[config.mk]
export PLATFORM = sky130hd
export DESIGN_NAME = hub75_bcm_scanner
export DESIGN_NICKNAME = d
export VERILOG_FILES = /design/src/rtl/hub75_pkg.sv /design/src/rtl/hub75_on_timer.sv /design/src/rtl/hub75_bcm_scanner.sv
export SDC_FILE = /design/constraint.sdc
export NUM_CORES = 1
export LEC_CHECK = 0
export ABC_AREA = 1
export CAP_MARGIN = 5
export CORE_AREA = 4 4 460 462
export CTS_BUF_LIST = sky130_fd_sc_hd__clkbuf_4
export DETAILED_ROUTE_END_ITERATION = 7
export DIE_AREA = 0 0 464 466
export PLACE_DENSITY = 0.3
export SLEW_MARGIN = 30
export SYNTH_ARGS = -nofsm -noshare
export SYNTH_HDL_FRONTEND = slang
export SYNTH_SLANG_ARGS = --single-unit
[constraint.sdc]
create_clock -name clk_in -period 31.1 [get_ports clk_in]
set_input_delay 6.22 -clock clk_in [delete_from_list [all_inputs] [get_ports clk_in]]
set_output_delay 6.22 -clock clk_in [all_outputs]
set_load 0.1 [all_outputs]
[src/rtl/hub75_pkg.sv]
// Shared FSM state type, OE polarity constants and pixel slicing helper for hub75_bcm_scanner.
// HUB75_BCM_EN selects full multi-plane BCM in the scanner; otherwise only the MSB plane is shown.
package hub75_pkg;

    typedef enum logic [2:0] {
        WAIT_LINE,
        SHIFT,
        BLANK,
        LATCH,
        SHOW
    } state_t;

    localparam logic OE_ACTIVE = 1'b0;
    localparam logic OE_IDLE   = 1'b1;

    // Widest pixel the slicing helper accepts; narrower pixels are zero-extended.
    localparam int MAX_RGB_RES = 48;
    typedef logic [MAX_RGB_RES-1:0] pixel_t;

    // Pick bit `plane` of each W-bit channel, packed as {R,G,B}.
    function automatic logic [2:0] chan_slice(input pixel_t pixel, input int w, input int plane);
        logic [2:0] s;
        s[2] = |(pixel & (pixel_t'(1) << (2 * w + plane)));
        s[1] = |(pixel & (pixel_t'(1) << (w + plane)));
        s[0] = |(pixel & (pixel_t'(1) << plane));
        return s;
    endfunction

endpackage

[src/rtl/hub75_on_timer.sv]
// Loadable down-counter timing the OE-active SHOW window; done is high on the final cycle.
module hub75_on_timer #(
    parameter int WIDTH = 4
) (
    input  logic             clk_in,
    input  logic             rst_in,
    input  logic             load,
    input  logic [WIDTH-1:0] load_value,
    output logic             done
);

    logic [WIDTH-1:0] count;

    always_ff @(posedge clk_in) begin
        if (rst_in) begin
            count <= '0;
        end else if (load) begin
            count <= load_value;
        end else if (count != '0) begin
            count <= count - 1'b1;
        end
    end

    assign done = (count == WIDTH'(1));

endmodule

[src/rtl/hub75_bcm_scanner.sv]
// HUB75 line scanner: requests one line pair per address, shifts it out per BCM plane, sweeps all addresses.
// Build option: define HUB75_BCM_EN for W-plane BCM; without it only the MSB plane is shown.
module hub75_bcm_scanner
    import hub75_pkg::*;
#(
    parameter int NUM_COLS  = 64,
    parameter int SCAN_RATE = 32,
    parameter int RGB_RES   = 9,
    parameter int ON_BASE   = 4
) (
    input  logic                                   clk_in,
    input  logic                                   rst_in,
    input  logic                                   slice_start,
    input  logic [1:0][NUM_COLS-1:0][RGB_RES-1:0]  line_data,
    input  logic                                   tvalid,
    output logic                                   tready,
    output logic [$clog2(SCAN_RATE)-1:0]           req_addr,
    output logic [$clog2(SCAN_RATE)-1:0]           hub75_addr,
    output logic [2:0]                             hub75_rgb0,
    output logic [2:0]                             hub75_rgb1,
    output logic                                   hub75_clk,
    output logic                                   hub75_latch,
    output logic                                   hub75_OE,
    output logic                                   sweep_done,
    output state_t                                 fsm_state
);

    localparam int W  = RGB_RES / 3;
    localparam int AW = $clog2(SCAN_RATE);
    localparam int CW = $clog2(NUM_COLS) + 1;
    localparam int XW = CW - 1;
    localparam int TW = $clog2(ON_BASE << (W - 1)) + 1;

    state_t                                 state_q, state_d;
    logic [CW-1:0]                          col_q, col_d;
    logic [AW-1:0]                          addr_d;
    logic [XW-1:0]                          col_idx;
    logic [RGB_RES-1:0]                     pix0, pix1;
    logic [1:0][NUM_COLS-1:0][RGB_RES-1:0]  line_q;
    logic                                   capture, wrap, tmr_load, tmr_done, last_plane;
    logic [TW-1:0]                          on_len;
    int                                     rgb_plane;

`ifdef HUB75_BCM_EN
    localparam int PW = (W > 1) ? $clog2(W) : 1;
    logic [PW-1:0] plane_q, plane_d;

    // Plane rests at 0 whenever idle, so an accept always starts from the LSB plane.
    always_comb begin
        plane_d = plane_q;
        if (state_d == WAIT_LINE) begin
            plane_d = '0;
        end else if (state_q == SHOW && state_d == SHIFT) begin
            plane_d = plane_q + 1'b1;
        end
    end

    always_ff @(posedge clk_in) begin
        if (rst_in) plane_q <= '0;
        else        plane_q <= plane_d;
    end

    assign last_plane = (plane_q == PW'(W - 1));
    assign on_len     = TW'(ON_BASE) << plane_q;
    assign rgb_plane  = int'(plane_d);
`else
    assign last_plane = 1'b1;
    assign on_len     = TW'(ON_BASE);
    assign rgb_plane  = W - 1;
`endif

    always_comb begin
        state_d  = state_q;
        col_d    = col_q;
        addr_d   = req_addr;
        capture  = 1'b0;
        wrap     = 1'b0;
        tmr_load = 1'b0;
        if (slice_start) begin
            state_d = WAIT_LINE;
            col_d   = '0;
            addr_d  = '0;
        end else begin
            case (state_q)
                WAIT_LINE: begin
                    if (tvalid && tready) begin
                        capture = 1'b1;
                        state_d = SHIFT;
                        col_d   = '0;
                    end
                end
                SHIFT: begin
                    if (col_q == CW'(2 * NUM_COLS - 1)) state_d = BLANK;
                    else                                col_d   = col_q + 1'b1;
                end
                BLANK: state_d = LATCH;
                LATCH: begin
                    state_d  = SHOW;
                    tmr_load = 1'b1;
                end
                SHOW: begin
                    if (tmr_done) begin
                        if (!last_plane) begin
                            state_d = SHIFT;
                            col_d   = '0;
                        end else begin
                            state_d = WAIT_LINE;
                            if (req_addr == AW'(SCAN_RATE - 1)) begin
                                addr_d = '0;
                                wrap   = 1'b1;
                            end else begin
                                addr_d = req_addr + 1'b1;
                            end
                        end
                    end
                end
                default: state_d = WAIT_LINE;
            endcase
        end
    end

    // On the accepting edge the line is not yet captured, so column 0 comes straight from the input.
    assign col_idx = col_d[CW-1:1];
    assign pix0    = (state_q == WAIT_LINE) ? line_data[0][col_idx] : line_q[0][col_idx];
    assign pix1    = (state_q == WAIT_LINE) ? line_data[1][col_idx] : line_q[1][col_idx];

    hub75_on_timer #(.WIDTH(TW)) u_on_timer (
        .clk_in     (clk_in),
        .rst_in     (rst_in),
        .load       (tmr_load),
        .load_value (on_len),
        .done       (tmr_done)
    );

    always_ff @(posedge clk_in) begin
        if (capture) line_q <= line_data;
    end

    // Outputs are registered from the next-state values so they line up with the state they belong to.
    always_ff @(posedge clk_in) begin
        if (rst_in) begin
            state_q     <= WAIT_LINE;
            col_q       <= '0;
            req_addr    <= '0;
            hub75_addr  <= '0;
            hub75_rgb0  <= '0;
            hub75_rgb1  <= '0;
            hub75_clk   <= 1'b0;
            hub75_latch <= 1'b0;
            hub75_OE    <= OE_IDLE;
            tready      <= 1'b0;
            sweep_done  <= 1'b0;
        end else begin
            state_q     <= state_d;
            col_q       <= col_d;
            req_addr    <= addr_d;
            tready      <= (state_d == WAIT_LINE);
            hub75_clk   <= (state_d == SHIFT) && col_d[0];
            hub75_latch <= (state_d == LATCH);
            hub75_OE    <= (state_d == SHOW) ? OE_ACTIVE : OE_IDLE;
            sweep_done  <= wrap;
            if (state_d == BLANK) hub75_addr <= req_addr;
            if (state_d == SHIFT && !col_d[0]) begin
                hub75_rgb0 <= chan_slice(pixel_t'(pix0), W, rgb_plane);
                hub75_rgb1 <= chan_slice(pixel_t'(pix1), W, rgb_plane);
            end
        end
    end

    assign fsm_state = state_q;

endmodule

==> results.toml, run 1 <==
[synth]
synth_common_cells = "nand3_1, nand2_1, inv_1"
synth-compound-area-share_pct = 0.896
synthSimpleGateAreaFrac_pct = 33.9
synth_top_family_by_area = "simple AND/OR/NAND/NOR gates"
synth_most_common_cell = "nand3_1"
ys_seq_elements = 420
synth_cell_type_count = 30
synthCells = 2844
synth_area_um2 = 23600
synth_top_area_share_pct = 48.8
synthAdderAreaFrac_pct = 0.318
synth_flop_cell = "edfxtp_1"
synth-xor-area-share_pct = 0.185
synth_area_leader_cell = "edfxtp_1"
synth-seq-area-share_pct = 51.9
synth.area.top_cells = "edfxtp_1, nand3_1, nand2_1"
synth_edf_count = 384
ys_async_sr_fraction_pct = 0
synthesis.nets = 4006
synth_mux_area_share_pct = 0
syn_area_per_cell_um2 = 8.30
ys_warn_count = 0

[worst_setup_path]
cp_top_family = "buffers and inverters"
reg2reg_to = "hub75_rgb1[1]"
r2r-start = "col_q[1]"
worstSetupPathType = "in -> reg"
rrSetupSlack_ps = 25990
start_kind = "input pin"
reg2regPathDepth = 21
end_kind = "flop"
cpPeakStageDelay_ps = 770
cp.required_ps = 32100
crit_path_max_fanout = 62
crit_start = "slice_start"
cp_slowest_cell = "clkdlybuf4s50_1"
path_buf_inv = 6
cp_cell_sequence = "clkdlybuf4s50_1 > inv_8 > buf_4 > o21ai_4 > inv_4 > buf_4 > buf_4 > nand3_1 > nand3_1 > nand3_1 > nand3_1 > nand3_1 > nand2_1 > a21oi_1"
crit_top_cell = "nand3_1"
critPathArrivalTime_ps = 12120
crit_cells = 14

[global_routing]
busiest_layer = "met2"
grt_use_met2_pct = 16.2
grt_usage_pct = 11.3
grt_max_degree = 168
antenna_found_initial = 111
grt-ovfl-total = 0
gr-usage-met1_pct = 15.0
grt_pass1_vias = 20700
grt_util_met3_pct = 4.78
grt_first_pass_wirelength_um = 171000

[sta]
rsz0062_at_grt = "no"
fin_crit_sh_pct = 35.8
final.setup.tns_ps = 0
hold_slack_ps = 465
hold_viol = 0
drv_slew = 0
max_freq_mhz = 89.9
tightest_slew_ps = 1110
fin_crit_ps = 11120
worst_clock_skew_ps = 74.2
setup_violations = 0
max_slew_margin_pct = 26.1

[min_path]
holdPathStages = 2
min_path_type = "reg -> reg"
hp-start = "hub75_addr[3]"
hold_end = "hub75_addr[3]"

[cts]
clockBufferDepth = 3
cts_buffers = 149
cts_resized = 0
clkSinkCount = 420
cts-root-buf = "clkbuf_4"
cts_setup_buffers = 0
clkLatencyLatePin_ps = 1180
h-tree-depth = 4
clk_pin_slew_ps = 60
ctsHoldBuffers = 0
cts_tree = "yes"

[place]
dp_hpwl_um = 88400
dp.cells = 5885
numPortBuffers = 411
gp_congestion = 0.732

[routing]
wl_um = 126000
dr.first_iter.drc_count = 1290
ant_nets = 0
route.detailed.drc = 0
viasPerCell = 3.45
vias = 21300
drt_pre_antenna_iters = 5
wire_per_inst_um = 20.3

[floorplanning]
fp.dieH_um = 466
pin_count = 1180
core_um2 = 207000
start_util_pct = 11.4
rows = 167
die-area_um2 = 216000
fp.dieW_um = 464

[cells_and_area]
instances_no_fill = 6180
final_layout_size_suffix_gt1_share_pct = 9.07
area_growth_pct = 37.3
fin_nets = 4410

[power_and_ir_drop]
total_power_mw = 1.44
leakage_nw = 13.2
ir_drop_v = 0.0000346
power_density_nw_per_um2 = 44.5

[run]
maxCapViolCount = 0

[run_status]
status = "finished clean"
==> cell usage in the layout (no fill, tap or decap), types with 3 or more instances in the layout <==
master,Yosys,layout
a21oi_1,22,21
and3_1,3,3
buf_12,0,4
buf_2,84,13
buf_4,12,26
clkbuf_4,0,225
clkdlybuf4s50_1,0,398
clkinv_1,0,16
clkinv_4,0,4
dfxtp_1,36,36
diode_2,0,39
edfxtp_1,384,384
ha_1,6,6
inv_1,495,493
inv_2,4,3
inv_6,0,5
inv_8,0,4
nand2_1,701,699
nand2_4,4,4
nand3_1,749,749
nand3b_1,180,180
nand4_1,3,3
nor2_1,32,31
nor2_4,2,4
nor3_1,6,6
o21ai_0,14,14
xor2_1,3,3
==> power by group <==
part / switching, mW / total (mW) / leakage [nW] / internal, mW
logic: 0.0738 / 0.141 / 8.21 / 0.0669
clock network: 0.313 / 0.660 / 1.14 / 0.346
registers: 0.00533 / 0.643 / 3.81 / 0.638
total: 0.393 / 1.44 / 13.2 / 1.05
==> final cells by class <==
class,count,area [um2]
Antenna cell,39,97.6
Clock buffer,225,1690
Clock inverter,31,229
Fill cell,23800,175000
Inverter,500,1900
Multi-Input combinational cell,1735,8400
Sequential cell,420,12300
Tap cell,2788,3490
Timing Repair Buffer,442,4350
==> per-layer routing <==
layer,vias to the layer above,wire length [um]
met3,296,10600
met5,-,413
met2,726,52000
met1,9995,58400
li1,10300,-
met4,66,4090
==> metrics by stage <==
stage	utilization (%)	worst slack (ps)	area, um2
after global routing	15.6	19800	32400
after detailed placement	14.7	18600	30400
after CTS	15.6	20000	32300
after floorplan	-	7570	23600
final	15.6	19980	32400
after global placement	14.7	18530	30400
==> worst register-to-register path: cells and delay by family (launching register included) <==
kind / cells / cell delay, ps
AND/OR/NAND/NOR: 16 / 2420
buffers and inverters: 3 / 1890
flip-flops: 1 / 420
adder cells (fa/ha/maj): 1 / 200
AO/OA/AOI/OAI: 1 / 130
==> worst max-delay path by stage <==
stage                          to  slack (ps)
floorplan            line_q[1001]        7570
global placement    hub75_rgb1[1]       18530
detailed placement  hub75_rgb1[1]       18600
CTS                 hub75_rgb1[1]       20000
global route        hub75_rgb1[1]       19800
finish              hub75_rgb1[1]       19980
==> cells by family after synthesis <==
logic type	after synthesis
and+or+nand+nor	1683
buffers and inverters	689
DFF	420
AOI/OAI and AO/OA	41
adders and majority gates	6
xor gates and xnor gates	5
==> flip-flops by register name, indices dropped and copies added, names as in the netlist <==
name / cells
line_q: 384
tready: 1
u_on_timer.count: 5
fsm_state: 3
hub75_clk: 1
hub75_rgb1: 3
hub75_latch: 1
req_addr: 5
hub75_rgb0: 3
col_q: 7
hub75_addr: 5
sweep_done: 1
hub75_OE: 1
Power figures use the tool's default switching activity.
==> inputs of run 2 (changes only) <==
- clock period: 31.1 -> 10.3 ns (I/O delays scaled with it)
==> run 2 against run 1 <==
Clock power rose to 3.2 times the previous value. First-iteration DRC count grew 13%. Combinational power rose to 3.1 times the previous value. Sequential cell count is the same. Core utilization is 0.073 points higher. Setup slack worse by 15000 ps. Final area grew 0.47%. Clock skew fell by 13 ps. Critical path depth increased by 2. Critical path type unchanged. Largest cell class unchanged. Largest power group unchanged.
==> results.toml, run 2 (synthesis gave the netlist of run 1 again) <==
[floorplanning]
die-area_um2 = 216000
fp.dieW_um = 464
rows = 167
pin_count = 1180
fp.dieH_um = 466
start_util_pct = 11.4
core_um2 = 207000

[cells_and_area]
area_growth_pct = 37.9
final_cell_mix = "nand3_1, nand2_1, inv_1"
largest_reg_flops = 384
regMostFlops = "line_q"
fin_util_pct = 15.7
final_common_cell = "nand3_1"
final_layout_size_suffix_gt1_share_pct = 9.06
reg.largest.list = "line_q (384), col_q (7)"
fin_nets = 4416
instances_no_fill = 6186

[global_routing]
antenna_found_initial = 79
grt_first_pass_wirelength_um = 171000
grt_max_degree = 173
grt_pass1_vias = 20700
grt-ovfl-total = 0
grt_usage_pct = 11.3

[cts]
cts-root-buf = "clkbuf_4"
ctsHoldBuffers = 0
clkSinkCount = 420
cts_resized = 0
clkLatencyLatePin_ps = 1150
clockBufferDepth = 3
clk_pin_slew_ps = 60
cts_setup_buffers = 0
cts_buffers = 153
h-tree-depth = 4
cts_tree = "yes"

[sta]
max_freq_mhz = 173
rsz0062_at_grt = "no"
worst_clock_skew_ps = 61.4
tightest_slew_ps = 1070
hold_viol = 0
fin_ws_ps = 4520
drv_slew = 0
final.setup.tns_ps = 0
fin_crit_sh_pct = 56.1
max_slew_margin_pct = 28.4
setup_violations = 0
fin_crit_ps = 5780

[min_path]
hold_end = "hub75_addr[2]"
holdPathStages = 2
hp-start = "hub75_addr[2]"
min_path_type = "reg -> reg"

[worst_setup_path]
critPathArrivalTime_ps = 6820
crit_path_max_fanout = 90
reg2regPathDepth = 19
crit_top_cell = "nand3_1"
path_buf_inv = 2
cp_top_family = "simple AND/OR/NAND/NOR gates"
reg2reg_to = "hub75_rgb1[1]"
end_kind = "flop"
r2r-start = "col_q[1]"
cp_cell_sequence = "clkdlybuf4s50_1 > nand4_1 > nand3_2 > nand2_8 > nand2_8 > inv_8 > nand2_1 > nand2_1 > nand2_1 > nand3_1 > nand3_1 > nand3_1 > nand3_1 > nand3_1 > nand2_1 > a21oi_1"
cp_slowest_cell = "nand2_8"
rrSetupSlack_ps = 5180
worstSetupPathType = "in -> reg"
cpPeakStageDelay_ps = 590
start_kind = "input pin"
cp.required_ps = 11340

[place]
dp.cells = 5885
dp_hpwl_um = 88700
preCtsSetupSlack_ps = 3240
numPortBuffers = 411
gp_congestion = 0.723

[routing]
dr.first_iter.drc_count = 1462
top_layer = "met5"
vias = 21100
ant_nets = 0
route.detailed.drc = 0
drt_pre_antenna_iters = 5
wl_met2_um = 53300
wire_per_inst_um = 20.3
wl_um = 125000
route.layer.met1.wl_um = 59800
wl_met3_um = 9670
viasPerCell = 3.41

[power_and_ir_drop]
power_density_nw_per_um2 = 137
ir_drop_v = 0.0000903
leakage_nw = 13.2
total_power_mw = 4.47

[run]
maxCapViolCount = 0

[run_status]
status = "finished clean"
-- run 2: per-layer routing --
metal	global-route usage, %	vias to the layer above
met5	0	-
met4	2.91	28
met3	4.09	234
met2	16.8	671
met1	15.5	9913
li1	-	10300
-- run 2: power by group --
group | switching [mW] | internal (mW) | leakage [nW] | total [mW]
Sequential | 0.0157 | 1.93 | 3.81 | 1.94
Clock | 0.945 | 1.16 | 1.20 | 2.10
Combinational | 0.228 | 0.203 | 8.22 | 0.431
Total | 1.19 | 3.28 | 13.2 | 4.47
-- run 2: through the flow --
stage               hold slack, ps  area (um2)
floorplan                      459       23600
global placement               460       30400
detailed placement             455       30400
CTS                            473       32400
global route                   497       32500
finish                         468       32600
-- run 2: worst max path at each step --
stage	from	endpoint	cells past startpoint
after floorplan	tvalid	line_q[1001]	2
after global placement	tvalid	hub75_rgb1[1]	16
after detailed placement	tvalid	hub75_rgb1[1]	16
after CTS	tvalid	hub75_rgb1[1]	16
after global routing	tvalid	hub75_rgb1[1]	16
final	tvalid	hub75_rgb1[1]	16
-- run 2: final cells by class --
cell class                      instances  area [um2]
Fill cell                           23600      175000
Sequential cell                       420       12300
Multi-Input combinational cell       1735        8390
Timing Repair Buffer                  444        4390
Tap cell                             2788        3490
Inverter                              500        1900
Clock buffer                          221        1660
Clock inverter                         47         393
Antenna cell                           31        77.6
-- run 2: tightest hold or removal path, delay by kind of cell, from the launching register on --
| kind | cells | cell delay (ps) |
|---|---|---|
| DFF | 1 | 310 |
| AOI/OAI and AO/OA | 1 | 50 |
| and+or+nand+nor | 1 | 60 |
